### config.mk
export PLATFORM = sky130hd
export DESIGN_NAME = fetch_ctrl_flat
export DESIGN_NICKNAME = d
export VERILOG_FILES = /design/src/rtl/fetch_if.sv /design/src/rtl/fetch_ctrl.sv /design/src/flat_wrapper.sv
export SDC_FILE = /design/constraint.sdc
export NUM_CORES = 1
export LEC_CHECK = 0
export ABC_AREA = 1
export BUFFER_PORTS_ARGS = -buffer_cell sky130_fd_sc_hd__buf_2
export CAP_MARGIN = 10
export CORE_MARGIN = 2
export CORE_UTILIZATION = 30
export CTS_BUF_LIST = sky130_fd_sc_hd__clkbuf_16
export CTS_CLUSTER_SIZE = 25
export DETAILED_ROUTE_END_ITERATION = 8
export PLACE_DENSITY_LB_ADDON = 0.12
export SYNTH_ARGS = -nofsm -noshare
export SYNTH_HDL_FRONTEND = slang
export SYNTH_SLANG_ARGS = --single-unit
export TNS_END_PERCENT = 5
### constraint.sdc
create_clock -name clk -period 1.24 [get_ports clk]
set_input_delay 0.124 -clock clk [delete_from_list [all_inputs] [get_ports clk]]
set_output_delay 0.124 -clock clk [all_outputs]
set_load 0.02 [all_outputs]
### src/rtl/fetch_if.sv
// Fetch-side bus: PC request, instruction ROM and downstream instruction handshake.
// master = fetch_ctrl, slave = environment (PC, ROM, decode).
interface fetch_if #(
  parameter int D = 12,
  parameter int W = 9
);
  logic         start;
  logic [D-1:0] prog_ctr;
  logic [D-1:0] imem_addr;
  logic [W-1:0] imem_data;
  logic         flag;
  logic [W-1:0] instr_out;
  logic         instr_valid;
  logic         instr_ready;
  logic         req;
  logic         reljump_en;
  logic [D-1:0] offset;
  logic         done;

  modport master (
    input  start, prog_ctr, imem_data, flag, instr_ready,
    output imem_addr, instr_out, instr_valid, req, reljump_en, offset, done
  );

  modport slave (
    output start, prog_ctr, imem_data, flag, instr_ready,
    input  imem_addr, instr_out, instr_valid, req, reljump_en, offset, done
  );
endinterface

### src/rtl/fetch_ctrl.sv
// Instruction-fetch sequencer: ROM address/data, downstream handshake, PC advance strobe.
// Optional FETCH_BRANCH_COUNT_EN adds a saturating 16-bit count of taken relative jumps.
module fetch_ctrl #(
  parameter int D = 12,
  parameter int W = 9
) (
  input  logic clk,
  input  logic reset,
  fetch_if.master bus
`ifdef FETCH_BRANCH_COUNT_EN
  ,
  output logic [15:0] taken_cnt
`endif
);

  typedef enum logic [2:0] {IDLE, ADDR, DATA, HOLD, HALT} state_t;

  state_t       state;
  logic [W-1:0] ir;
  logic         is_branch;
  logic         is_cond;
  logic         is_halt;
  logic         taken;
  logic         accept;
  logic [D-1:0] br_off;

  // Instruction decode of the held word
  assign is_branch = (ir[8:6] == 3'b111);
  assign is_cond   = ir[5];
  assign is_halt   = (ir == 9'h1C0);
  assign br_off    = {{(D-5){ir[4]}}, ir[4:0]};
  assign taken     = is_branch && !is_halt && (!is_cond || bus.flag);

  // ROM is addressed straight from the PC; the ADDR cycle just gives it an edge to sample
  assign bus.imem_addr   = bus.prog_ctr;
  assign bus.instr_out   = ir;
  assign bus.instr_valid = (state == HOLD);
  assign bus.done        = (state == HALT);

  // A halt word is consumed without advancing the PC
  assign accept         = (state == HOLD) && bus.instr_ready;
  assign bus.req        = accept && !is_halt;
  assign bus.reljump_en = bus.req && taken;
  assign bus.offset     = bus.reljump_en ? br_off : '0;

  always_ff @(posedge clk or posedge reset) begin
    if (reset) begin
      state <= IDLE;
      ir    <= '0;
    end else begin
      case (state)
        IDLE: if (bus.start) state <= ADDR;
        ADDR: state <= DATA;
        DATA: begin
          ir    <= bus.imem_data;
          state <= HOLD;
        end
        HOLD: if (bus.instr_ready) state <= is_halt ? HALT : ADDR;
        HALT: state <= HALT;
        default: state <= IDLE;
      endcase
    end
  end

`ifdef FETCH_BRANCH_COUNT_EN
  always_ff @(posedge clk or posedge reset) begin
    if (reset)
      taken_cnt <= '0;
    else if (bus.reljump_en && (taken_cnt != 16'hFFFF))
      taken_cnt <= taken_cnt + 16'd1;
  end
`endif

endmodule

### src/flat_wrapper.sv
// flat-port wrapper written by rule: the top's interface ports become plain ports
module fetch_ctrl_flat 
#(
  parameter int D = 12,
  parameter int W = 9
)
  (clk, reset, bus_start, bus_prog_ctr, bus_imem_data, bus_flag, bus_instr_ready, bus_imem_addr, bus_instr_out, bus_instr_valid, bus_req, bus_reljump_en, bus_offset, bus_done);
  fetch_if #(.D(D), .W(W)) bus_i ();
  input  logic clk;
  input  logic reset;
  input wire logic [$bits(bus_i.start)-1:0] bus_start;
  input wire logic [$bits(bus_i.prog_ctr)-1:0] bus_prog_ctr;
  input wire logic [$bits(bus_i.imem_data)-1:0] bus_imem_data;
  input wire logic [$bits(bus_i.flag)-1:0] bus_flag;
  input wire logic [$bits(bus_i.instr_ready)-1:0] bus_instr_ready;
  output wire logic [$bits(bus_i.imem_addr)-1:0] bus_imem_addr;
  output wire logic [$bits(bus_i.instr_out)-1:0] bus_instr_out;
  output wire logic [$bits(bus_i.instr_valid)-1:0] bus_instr_valid;
  output wire logic [$bits(bus_i.req)-1:0] bus_req;
  output wire logic [$bits(bus_i.reljump_en)-1:0] bus_reljump_en;
  output wire logic [$bits(bus_i.offset)-1:0] bus_offset;
  output wire logic [$bits(bus_i.done)-1:0] bus_done;
  assign bus_i.start = bus_start;
  assign bus_i.prog_ctr = bus_prog_ctr;
  assign bus_i.imem_data = bus_imem_data;
  assign bus_i.flag = bus_flag;
  assign bus_i.instr_ready = bus_instr_ready;
  assign bus_imem_addr = bus_i.imem_addr;
  assign bus_instr_out = bus_i.instr_out;
  assign bus_instr_valid = bus_i.instr_valid;
  assign bus_req = bus_i.req;
  assign bus_reljump_en = bus_i.reljump_en;
  assign bus_offset = bus_i.offset;
  assign bus_done = bus_i.done;
  fetch_ctrl #(.D(D), .W(W)) u_core (.clk(clk), .reset(reset), .bus(bus_i));
endmodule
### After elaboration in Yosys (flattened, before gate mapping)

Cells that the tools add are included.

* word-level logic and storage cells: 25
* flip-flop bits (word level): 12

* equal/unequal tests: 8
* mux-type cells: 5
* reduce and logical (&&, ||, !) cells: 10

Operators with widths (number)
* $pmux 3 s5: 1
* $mux 12: 1
* $eq 9x9->1 const B: 1
* $mux 3: 3
* $eq 3x2->1 const B: 2
* $eq 3x3->1 const B: 2
* $logic_and 1x1->1: 5
* $ne 2x2->1 const B: 2
* $eq 3x1->1 const B: 1
* $logic_not 3->1: 1
* $logic_not 1->1: 2
* $reduce_and 2->1: 1
* $logic_or 1x1->1: 1

### Logic depth before layout (Yosys ltp)

Gate-level depths: netlist of the first run.

* depth after elaboration: 6
* mapped depth: 7
* mapped depth without buffers: 7

### Worst setup path before layout of the first run

OpenSTA, ideal clock, no wires.

* path kind: register to output
* start point: register u_core.state[1]
* end point: output bus_offset[10]
* required time: 1.116 ns
* arrival time: 1.688 ns
* cell stages (with the launch flop): 8
* slack: -0.572 ns
* cell sequence: dfrtp_1 > nand2_2 > nor2_4 > inv_2 > nor2_4 > nand4_4 > nor2_1 > buf_4

* word-level cells in the longest chain between the ends: 5

Ends and longest elaborated chain
* start, declared: RTL line fetch_ctrl.sv:18 `state_t state;`
* start signal, assigned: RTL line fetch_ctrl.sv:58 `HOLD: if (bus.instr_ready) state <= is_halt ? HALT : ADDR;`
* $eq 3x2->1
* named net bus_instr_valid: RTL line flat_wrapper.sv:18 `output wire logic [$bits(bus_i.instr_valid)-1:0] bus_instr_valid;`
* $logic_and 1x1->1: RTL line fetch_ctrl.sv:41 `assign accept = (state == HOLD) && bus.instr_ready;`
* $logic_and 1x1->1: RTL line fetch_ctrl.sv:42 `assign bus.req = accept && !is_halt;`
* $logic_and 1x1->1: RTL line fetch_ctrl.sv:43 `assign bus.reljump_en = bus.req && taken;`
* $mux 12: RTL line fetch_ctrl.sv:44 `assign bus.offset = bus.reljump_en ? br_off : '0;`
* end, declared: RTL line flat_wrapper.sv:21 `output wire logic [$bits(bus_i.offset)-1:0] bus_offset;`

The timed path passes the listed nets, and every way through them passes these cells.

### Final worst setup path of the first run

* start point: register u_core.state[2]
* end point: output bus_offset[5]

* word-level cells in the longest chain between the ends: 5

Ends and longest elaborated chain (RTL line)
* $eq 3x2->1: fetch_ctrl.sv:41
* $logic_and 1x1->1: fetch_ctrl.sv:41
* $logic_and 1x1->1: fetch_ctrl.sv:42
* $logic_and 1x1->1: fetch_ctrl.sv:43
* $mux 12: fetch_ctrl.sv:44

Every way passes these cells.

==> flow_summary.ini, run 1 <==
[run_status]
status = finished with violations
violations = negative setup slack

[clock_network]
htree_num_levels = 1
cts_sinks = 12
cts_root_buf = clkbuf_16
clk_pin_slew_ps = 40
cts_made_buffers = 3
post_cts_buffers = 0
insertion_delay_ps = 240
cts_max_path_buffers = 2
cts_tree = yes

[sta]
rsz0062_at_grt = true
fin_hold_ws_ps = 114
final.setup.tns_ps = -3640
fmax_mhz = 648
period_needed_ps = 1540
worst_slew_pin_slew_ps = 459
skew_ps = 0.848
worst_slack_ps = -303
maxSlewViolCount = 0
period_share = 1.24
hold_viol_final = 0
setup_viol = 14
max_slew_margin = 0.693

[min_path]
min_path_type = input pin to flop

[detailed_routing]
avgRoutedWirePerCell_um = 11.2
wl_um = 1740
drt-pass1-iter-count = 4
wl_met3_um = 177
drc_errors = 0
first_iter_violations = 20
drtAntennaViolNets = 0
wl_met1_um = 768
routed-wl-met2_um = 777
dr_total_vias = 653
highest_layer = met4
avgViaCountPerCell = 4.19

[pwr]
ir_worst_vdd_uv = 1390
power_mw = 2.73
leakagePower_nw = 0.592
power.density_nw_per_um2 = 2570

[layout]
diodes = 0
multiInputGateArea_um2 = 288
area_growth_pct = 38.0
nFillCells = 254
final_net_count = 153
final-instance-count-excl-fill = 156
drive_gt1_frac = 0.532
seqCellArea_um2 = 300

[place]
hpwlAfterDp_um = 1330
io_buffers = 38
place.gp.congestion = 0.843
dp.cells = 151
dp_slack_ps = -63.7

[critical_path]
critPathLaunchType = flop
worst-path-max-fanout = 8
cp-end-kind = output port
crit_required_ps = 1120
path_class = flop to output port
arrival_ps = 1420

[grt]
grt_pass1_wl_um = 2520
overflow = 0
grt_pass1_vias = 566
grt_usage = 0.124
grt_max_degree = 13
antenna_found_initial = 0

[synth]
avgSynthCellArea_um2 = 8.27
ys_seq_area_frac = 0.390
netlist_area_um2 = 769
synth_fp_nets = 119
yosys_register_bits = 12
yosys.cell_types.count = 16
netlist_instances = 93
yosysWarnings = 0

[floorplan]
die_x_um = 54.6
fp-row-count = 18
io_pins = 63
start_util = 0.313
coreArea_um2 = 2450
dieArea_um2 = 2990
die_y_um = 54.6

[run]
maxCapViolCount = 0
-- cells in the final DEF, fill, tap and decap left out --
| cell type | instances |
|---|---|
| buf_2 | 32 |
| nor2_1 | 14 |
| inv_1 | 12 |
| buf_4 | 12 |
| dfrtp_1 | 12 |
| nand2_1 | 7 |
| a21oi_1 | 6 |
| nor2_4 | 4 |
| mux2_2 | 4 |
| buf_6 | 4 |
| nand3_1 | 3 |
| nand2_2 | 3 |
| clkbuf_16 | 3 |
| inv_2 | 2 |
| nor2_2 | 1 |
| nand3_2 | 1 |
| o21ai_1 | 1 |
| o21bai_1 | 1 |
| nor3_1 | 1 |
| nand4_4 | 1 |
| clkinv_1 | 1 |
| dlygate4sd3_1 | 1 |
-- final timing paths --
check | depth (start not counted) | from | slack (ps) | endpoint
worst max-delay path | 6 | u_core.state[2] | -300 | bus_offset[5]
worst min register to register | 1 | u_core.bus.instr_out[6] | 540 | u_core.bus.instr_out[6]
worst max register to register | 6 | u_core.state[0] | 10 | u_core.bus.instr_out[1]
worst min-delay path | 2 | bus_imem_data[6] | 110 | u_core.bus.instr_out[6]
max in group asynchronous | 3 | reset | 490 | u_core.bus.instr_out[5]
min in group asynchronous | 3 | reset | 440 | u_core.state[0]
-- through the flow --
step,util,area (um^2)
2_1_floorplan,-,777
3_3_place_gp,0.377,926
3_5_place_dp,0.377,926
4_1_cts,0.426,1040
5_1_grt,0.433,1060
6_report,0.433,1060
-- synth_stat cells --
master,instances,area [um^2]
nor3_1,1,5.00
nand3_1,4,20.0
a21oi_1,6,30.0
nor2_4,2,22.5
inv_1,13,48.8
buf_6,1,11.3
nand2_1,8,30.0
o21ai_0,1,5.00
o21bai_1,1,7.51
nand4_4,1,21.3
inv_2,1,3.75
nand2_2,2,12.5
dfrtp_1,12,300
mux2_2,4,45.0
buf_4,19,143
nor2_1,17,63.8
-- power breakdown --
part	total (mW)	switching, mW	internal (mW)
registers	0.712	0.133	0.579
logic	1.42	0.813	0.607
clock network	0.598	0.173	0.425
total	2.73	1.12	1.61
-- per-layer routing --
layer / up-vias / GRT usage
met5: - / 0
met4: 0 / 0.0417
met3: 6 / 0.0492
met2: 35 / 0.188
met1: 282 / 0.158
li1: 330 / -
-- state kept, by name, indices dropped and copies added (netlist names) --
register              cells
u_core.bus.instr_out      9
u_core.state              3
-- kinds of logic after synthesis --
family / synth area share
buf+inv: 0.268
compound gates: 0.0553
simple gates: 0.228
mux: 0.0585
flops: 0.390
-- critical path, stage by stage (launching register included) --
cell,delay (ps)
dfrtp_1,420
nor2_4,130
inv_2,50
nor2_4,90
nand4_4,130
nor2_4,160
buf_2,190
-- final cells by class --
class | instances | share of cell area
clock buffers | 3 | 0.0707
flip-flops and latches | 12 | 0.283
clock inverters | 1 | 0.00353
repair buffers | 49 | 0.287
inverters | 14 | 0.0495
multi-input cells | 47 | 0.271
well taps | 30 | 0.0353
-- timing repair --
item                                    in CTS  in global routing
gates resized for setup                     10                  7
hold buffers                                 1                  0
endpoints found under the hold margin       12                  0
endpoints found under the setup margin      16                 21
pin swaps                                    0                  0
No activity file was read; power rests on OpenSTA's default activity.
==> run 2: changes to the inputs <==
--- a/config.mk
+++ b/config.mk
@@ -8,12 +8,12 @@
 export ABC_AREA = 1
 export BUFFER_PORTS_ARGS = -buffer_cell sky130_fd_sc_hd__buf_2
 export CAP_MARGIN = 10
-export CORE_MARGIN = 2
+export CORE_MARGIN = 8
 export CORE_UTILIZATION = 30
 export CTS_BUF_LIST = sky130_fd_sc_hd__clkbuf_16
 export CTS_CLUSTER_SIZE = 25
 export DETAILED_ROUTE_END_ITERATION = 8
-export PLACE_DENSITY_LB_ADDON = 0.12
+export PLACE_DENSITY = 0.7
 export SYNTH_ARGS = -nofsm -noshare
 export SYNTH_HDL_FRONTEND = slang
 export SYNTH_SLANG_ARGS = --single-unit
==> constraint.sdc (replaced) <==
create_clock -name clk -period 1.6 [get_ports clk]
set_input_delay 0.16 -clock clk [delete_from_list [all_inputs] [get_ports clk]]
set_output_delay 0.16 -clock clk [all_outputs]
set_load 0.02 [all_outputs]
==> run 2 against run 1 <==
Against the previous run: highest routed layer unchanged; die area is 49% higher; core utilization is 4.2 points lower; via count is 1.8% lower; largest power group unchanged; setup slack better by 250 ps; the flow still finishes with violations (negative setup slack); sequential cell count stayed put; sequential share of layout area is 3.0 points higher.
==> flow_summary.ini, run 2 (same netlist as run 1, synthesis figures left out) <==
[clock_network]
cts_made_buffers = 3
cts_tree = yes
cts_max_path_buffers = 2
cts_sinks = 12
insertion_delay_ps = 240
htree_num_levels = 1
clk_pin_slew_ps = 40
cts_root_buf = clkbuf_16

[sta]
maxSlewViolCount = 0
hold_viol_final = 0
worst_slack_ps = -55.2
max_slew_margin = 0.706
period_share = 1.03
rsz0062_at_grt = true
setup_viol = 8
period_needed_ps = 1660
worst_slew_pin_slew_ps = 440
fmax_mhz = 604
skew_ps = 2.35

[layout]
nFillCells = 268
area_growth_pct = 24.7
diodes = 0
final_net_count = 144
mostFrequentLayoutCell = buf_2
final_cell_mix = buf_2, nor2_1, inv_1
drive_gt1_frac = 0.453
largest_reg_flops = 9
final-instance-count-excl-fill = 147
fin_area_um2 = 960

[place]
dp.cells = 141
dp_slack_ps = 186
place_area_um2 = 851
io_buffers = 38
hpwlAfterDp_um = 1420
place.gp.congestion = 0.714

[critical_path]
r2r_end = u_core.bus.instr_out[6]
path_class = flop to output port
timing.critical_path.buf_inv = 2
r2r.worst_path.cells = 4
cp-end-kind = output port
crit_chain = nand2_2 -> nor2_4 -> inv_2 -> nor2_4 -> nand4_4 -> nor2_4 -> buf_2
cp_common_cell = nor2_4
crit_required_ps = 1440
regToRegStartpoint = u_core.state[0]
cp_slowest_stage_delay_ps = 410
cpMaxStageDelayCell = dfrtp_1
ff2ff_setup_slack_ps = 290
arrival_ps = 1500
worst-path-max-fanout = 8
critPathTopFamily = simple AND/OR/NAND/NOR gates
critPathLaunchType = flop

[grt]
antenna_found_initial = 0
grt_pass1_wl_um = 2810
overflow = 0
grt_pass1_vias = 665
grt_max_degree = 16
grt_usage = 0.0811

[floorplan]
die_x_um = 66.6
dieArea_um2 = 4440
start_util = 0.313
die_y_um = 66.6
fp-row-count = 18
io_pins = 63
coreArea_um2 = 2450

[detailed_routing]
drtAntennaViolNets = 0
avgViaCountPerCell = 4.36
avgRoutedWirePerCell_um = 11.7
drc_errors = 0
drt-pass1-iter-count = 4
dr_total_vias = 641
wl_um = 1720
first_iter_violations = 4

[run_status]
status = finished with violations
violations = negative setup slack

[min_path]
min_path_type = input pin to flop
min-delay-start = bus_imem_data[8]
hold_end = u_core.bus.instr_out[8]
holdPathStages = 2

[pwr]
power_mw = 1.89
leakagePower_nw = 0.546
power.density_nw_per_um2 = 1970
ir_worst_vdd_uv = 1100

[run]
maxCapViolCount = 0
[run 2: worst reg2reg max path: stages, from the launching register on]
cell and delay, ps:
dfrtp_1 390, buf_4 160, nor2_1 110, nand2_2 200, mux2_2 330
[run 2: report_power, final]
part / leakage (nW) / internal [mW] / switching [mW]
Clock: 0.0385 / 0.328 / 0.126
Combinational: 0.369 / 0.321 / 0.561
Sequential: 0.138 / 0.449 / 0.110
Total: 0.546 / 1.10 / 0.797
[run 2: cell type report]
type | instances | area [um^2] | share of cell area
Clock inverter | 1 | 3.75 | 0.00391
Multi-Input combinational cell | 47 | 270 | 0.282
Sequential cell | 12 | 300 | 0.313
Timing Repair Buffer | 40 | 220 | 0.229
Inverter | 14 | 52.6 | 0.0548
Tap cell | 30 | 37.5 | 0.0391
Clock buffer | 3 | 75.1 | 0.0782
[run 2: worst max-delay path by stage]
stage | startpoint | endpoint | slack (ps) | cells past startpoint
6_report | u_core.state[1] | bus_offset[8] | -60 | 7
3_3_place_gp | u_core.state[1] | bus_offset[6] | 240 | 7
4_1_cts | u_core.state[1] | bus_offset[8] | -60 | 7
3_5_place_dp | u_core.state[0] | bus_offset[8] | 190 | 7
5_1_grt | u_core.state[1] | bus_offset[8] | -150 | 7
2_1_floorplan | u_core.state[1] | bus_offset[10] | 90 | 7
[run 2: metrics by stage]
stage          utilization  setup TNS (ps)  hold slack, ps
4_1_cts              0.386            -479             149
5_1_grt              0.391           -1310             162
3_5_place_dp         0.347               0             189
6_report             0.391            -409             153
2_1_floorplan            -               0            24.7
3_3_place_gp         0.347               0             199
[run 2: metal layers]
layer,up-vias,GRT usage,wire [um]
met1,295,0.0753,665
met2,21,0.141,865
met5,-,0,0
met4,0,0.0427,35
li1,315,-,-
met3,10,0.0419,150
[run 2: what timing repair did]
item / CTS / global route
gates resized for setup: 0 / 5
hold buffers: 1 / 0
cloned: 0 / 0
buffers inserted: 1 / 0
setup endpoints to repair: 9 / 13
hold endpoints to repair: 12 / 0
==> run 3: changes to the inputs <==
--- a/config.mk
+++ b/config.mk
@@ -5,15 +5,14 @@
 export SDC_FILE = /design/constraint.sdc
 export NUM_CORES = 1
 export LEC_CHECK = 0
-export ABC_AREA = 1
 export BUFFER_PORTS_ARGS = -buffer_cell sky130_fd_sc_hd__buf_2
 export CAP_MARGIN = 10
 export CORE_MARGIN = 8
-export CORE_UTILIZATION = 30
+export CORE_UTILIZATION = 36
 export CTS_BUF_LIST = sky130_fd_sc_hd__clkbuf_16
 export CTS_CLUSTER_SIZE = 25
 export DETAILED_ROUTE_END_ITERATION = 8
-export PLACE_DENSITY = 0.7
+export PLACE_DENSITY = 0.82
 export SYNTH_ARGS = -nofsm -noshare
 export SYNTH_HDL_FRONTEND = slang
 export SYNTH_SLANG_ARGS = --single-unit
==> run 3 against run 2 <==
Against the previous run: the flow still finishes with violations (negative setup slack); final area down 1.3%; clock-buffer cell count unchanged; core utilization up 10 points; total power up 2.4%; critical path type unchanged.
==> flow_summary.ini, run 3 <==
[grt]
grt_max_degree = 13
overflow = 0
grt_usage = 0.110
grt_pass1_vias = 586
grt_pass1_wl_um = 3030
antenna_found_initial = 0

[synth]
synth_fp_nets = 91
synth-compound-area-share = 0.0436
yosys_register_bits = 12
synthFlopType = dfrtp_1
synth-edff-count = 0
yosys.cell_types.count = 22
yosys.area_share.adder = 0
yosys.area_share.simple = 0.180
synthTopCellsByArea = dfrtp_1, buf_4, mux2_2
synth_common_cells = buf_4, dfrtp_1, mux2_2
netlist_instances = 65
netlist.area_leader.share = 0.419
synth_xor_area_frac = 0
netlist_area_um2 = 717
avgSynthCellArea_um2 = 11.0
synthArstFlopShare = 1.00
yosysWarnings = 0
ys_seq_area_frac = 0.419
synth_most_common_cell = buf_4
synth_top_family_by_area = buffers and inverters
synthMuxAreaShare = 0.141
yosys.area.top_type = dfrtp_1

[detailed_routing]
avgRoutedWirePerCell_um = 16.6
dr_total_vias = 548
wl_um = 1980
drc_errors = 0
drt-pass1-iter-count = 4
avgViaCountPerCell = 4.61
drtAntennaViolNets = 0
first_iter_violations = 11

[pwr]
switching_share = 0.386
power_mw = 1.94
power.density_nw_per_um2 = 2050
leakagePower_nw = 0.490
clockPowerShare = 0.230
p_int_mw = 1.19
p_seq_frac = 0.312
pwr-share-comb = 0.458
ir_worst_vdd_uv = 1160
p_sw_mw = 0.750

[clock_network]
clk_pin_slew_ps = 40
cts_made_buffers = 3
post_cts_buffers = 0
cts_max_path_buffers = 2
cts_tree = yes
cts_sinks = 12
insertion_delay_ps = 240
cts_root_buf = clkbuf_16
htree_num_levels = 1

[floorplan]
die_x_um = 60.6
die_y_um = 60.6
fp-row-count = 16
io_pins = 63
dieArea_um2 = 3680
coreArea_um2 = 1920
start_util = 0.373

[sta]
period_share = 1.15
hold_viol_final = 0
maxSlewViolCount = 0
max_slew_margin = 0.685
fmax_mhz = 542
period_needed_ps = 1850
setup_viol = 10
worst_slew_pin_slew_ps = 471
rsz0062_at_grt = true
worst_slack_ps = -247
skew_ps = 0.876
final.setup.tns_ps = -750
fin_hold_ws_ps = 152

[layout]
mostFrequentLayoutCell = buf_2
largest_reg_flops = 9
multiInputGateArea_um2 = 278
final-instance-count-excl-fill = 119
final_net_count = 120
fin_area_um2 = 947
nFillCells = 196
drive_gt1_frac = 0.674
diodes = 0
final_cell_mix = buf_2, dfrtp_1, buf_4
area_growth_pct = 32.1
seqCellArea_um2 = 300
utilization = 0.493

[run_status]
violations = negative setup slack
status = finished with violations

[critical_path]
cp-end-kind = output port
cpMaxStageDelayCell = or4_4
arrival_ps = 1690
timing.critical_path.buf_inv = 1
crit_required_ps = 1440
path_class = flop to output port
cp_slowest_stage_delay_ps = 550
crit_chain = or4_4 -> nor3_4 -> a41oi_2 -> buf_2
worst-path-max-fanout = 4
critPathTopFamily = simple AND/OR/NAND/NOR gates
critPathLaunchType = flop

[place]
dp.cells = 115
io_buffers = 38
place.gp.congestion = 0.674
place_area_um2 = 840
dp_slack_ps = 19.7

[run]
maxCapViolCount = 0

[min_path]
min_path_type = input pin to flop
## run 3: kinds of logic after synthesis
group           count (synthesis)
mux                             9
simple gates                   18
compound gates                  4
buf+inv                        22
flops                          12
## run 3: power by group through the flow
stage / logic, mW / registers, mW / clock network, mW
after floorplan: 0.440 / 0.730 / 0
after global placement: 0.859 / 0.586 / 0
after detailed placement: 0.874 / 0.605 / 0
after CTS: 0.889 / 0.602 / 0.451
after global routing: 0.949 / 0.628 / 0.472
final: 0.889 / 0.606 / 0.446
## run 3: routing by layer
metal / wire length (um) / GRT usage / vias to the layer above
met5: 0 / 0 / -
met4: 26 / 0.0399 / 0
met1: 703 / 0.118 / 251
met3: 257 / 0.0445 / 4
met2: 988 / 0.190 / 32
li1: - / - / 261
## run 3: what timing repair did
action,in CTS,in global routing
resized for setup,2,7
endpoints found under the hold margin,12,0
pin swaps,0,0
endpoints found under the setup margin,12,14
hold buffers,1,0
## run 3: worst reg2reg max path, stage by stage, from the launching register on
cell and delay (ps):
dfrtp_1 390, or4_4 560, nor3_4 200, a311oi_1 140
## run 3: path summary, 6_finish.rpt
check,from,cells after the start,end,slack [ps]
worst min-delay path,bus_imem_data[7],2,u_core.bus.instr_out[7],150
worst max-delay path,u_core.bus.instr_out[2],4,bus_req,-250
min in group asynchronous,reset,3,u_core.bus.instr_out[0],500
worst max register to register,u_core.bus.instr_out[2],3,u_core.state[0],170
max in group asynchronous,reset,3,u_core.state[0],780
worst min register to register,u_core.state[2],1,u_core.state[1],490
## run 3: final cells by class
class | count | area share
clock buffer | 3 | 0.0793
inverter | 2 | 0.00793
multi-input combinational | 31 | 0.293
sequential | 12 | 0.317
tap | 27 | 0.0357
timing repair buffer | 44 | 0.267
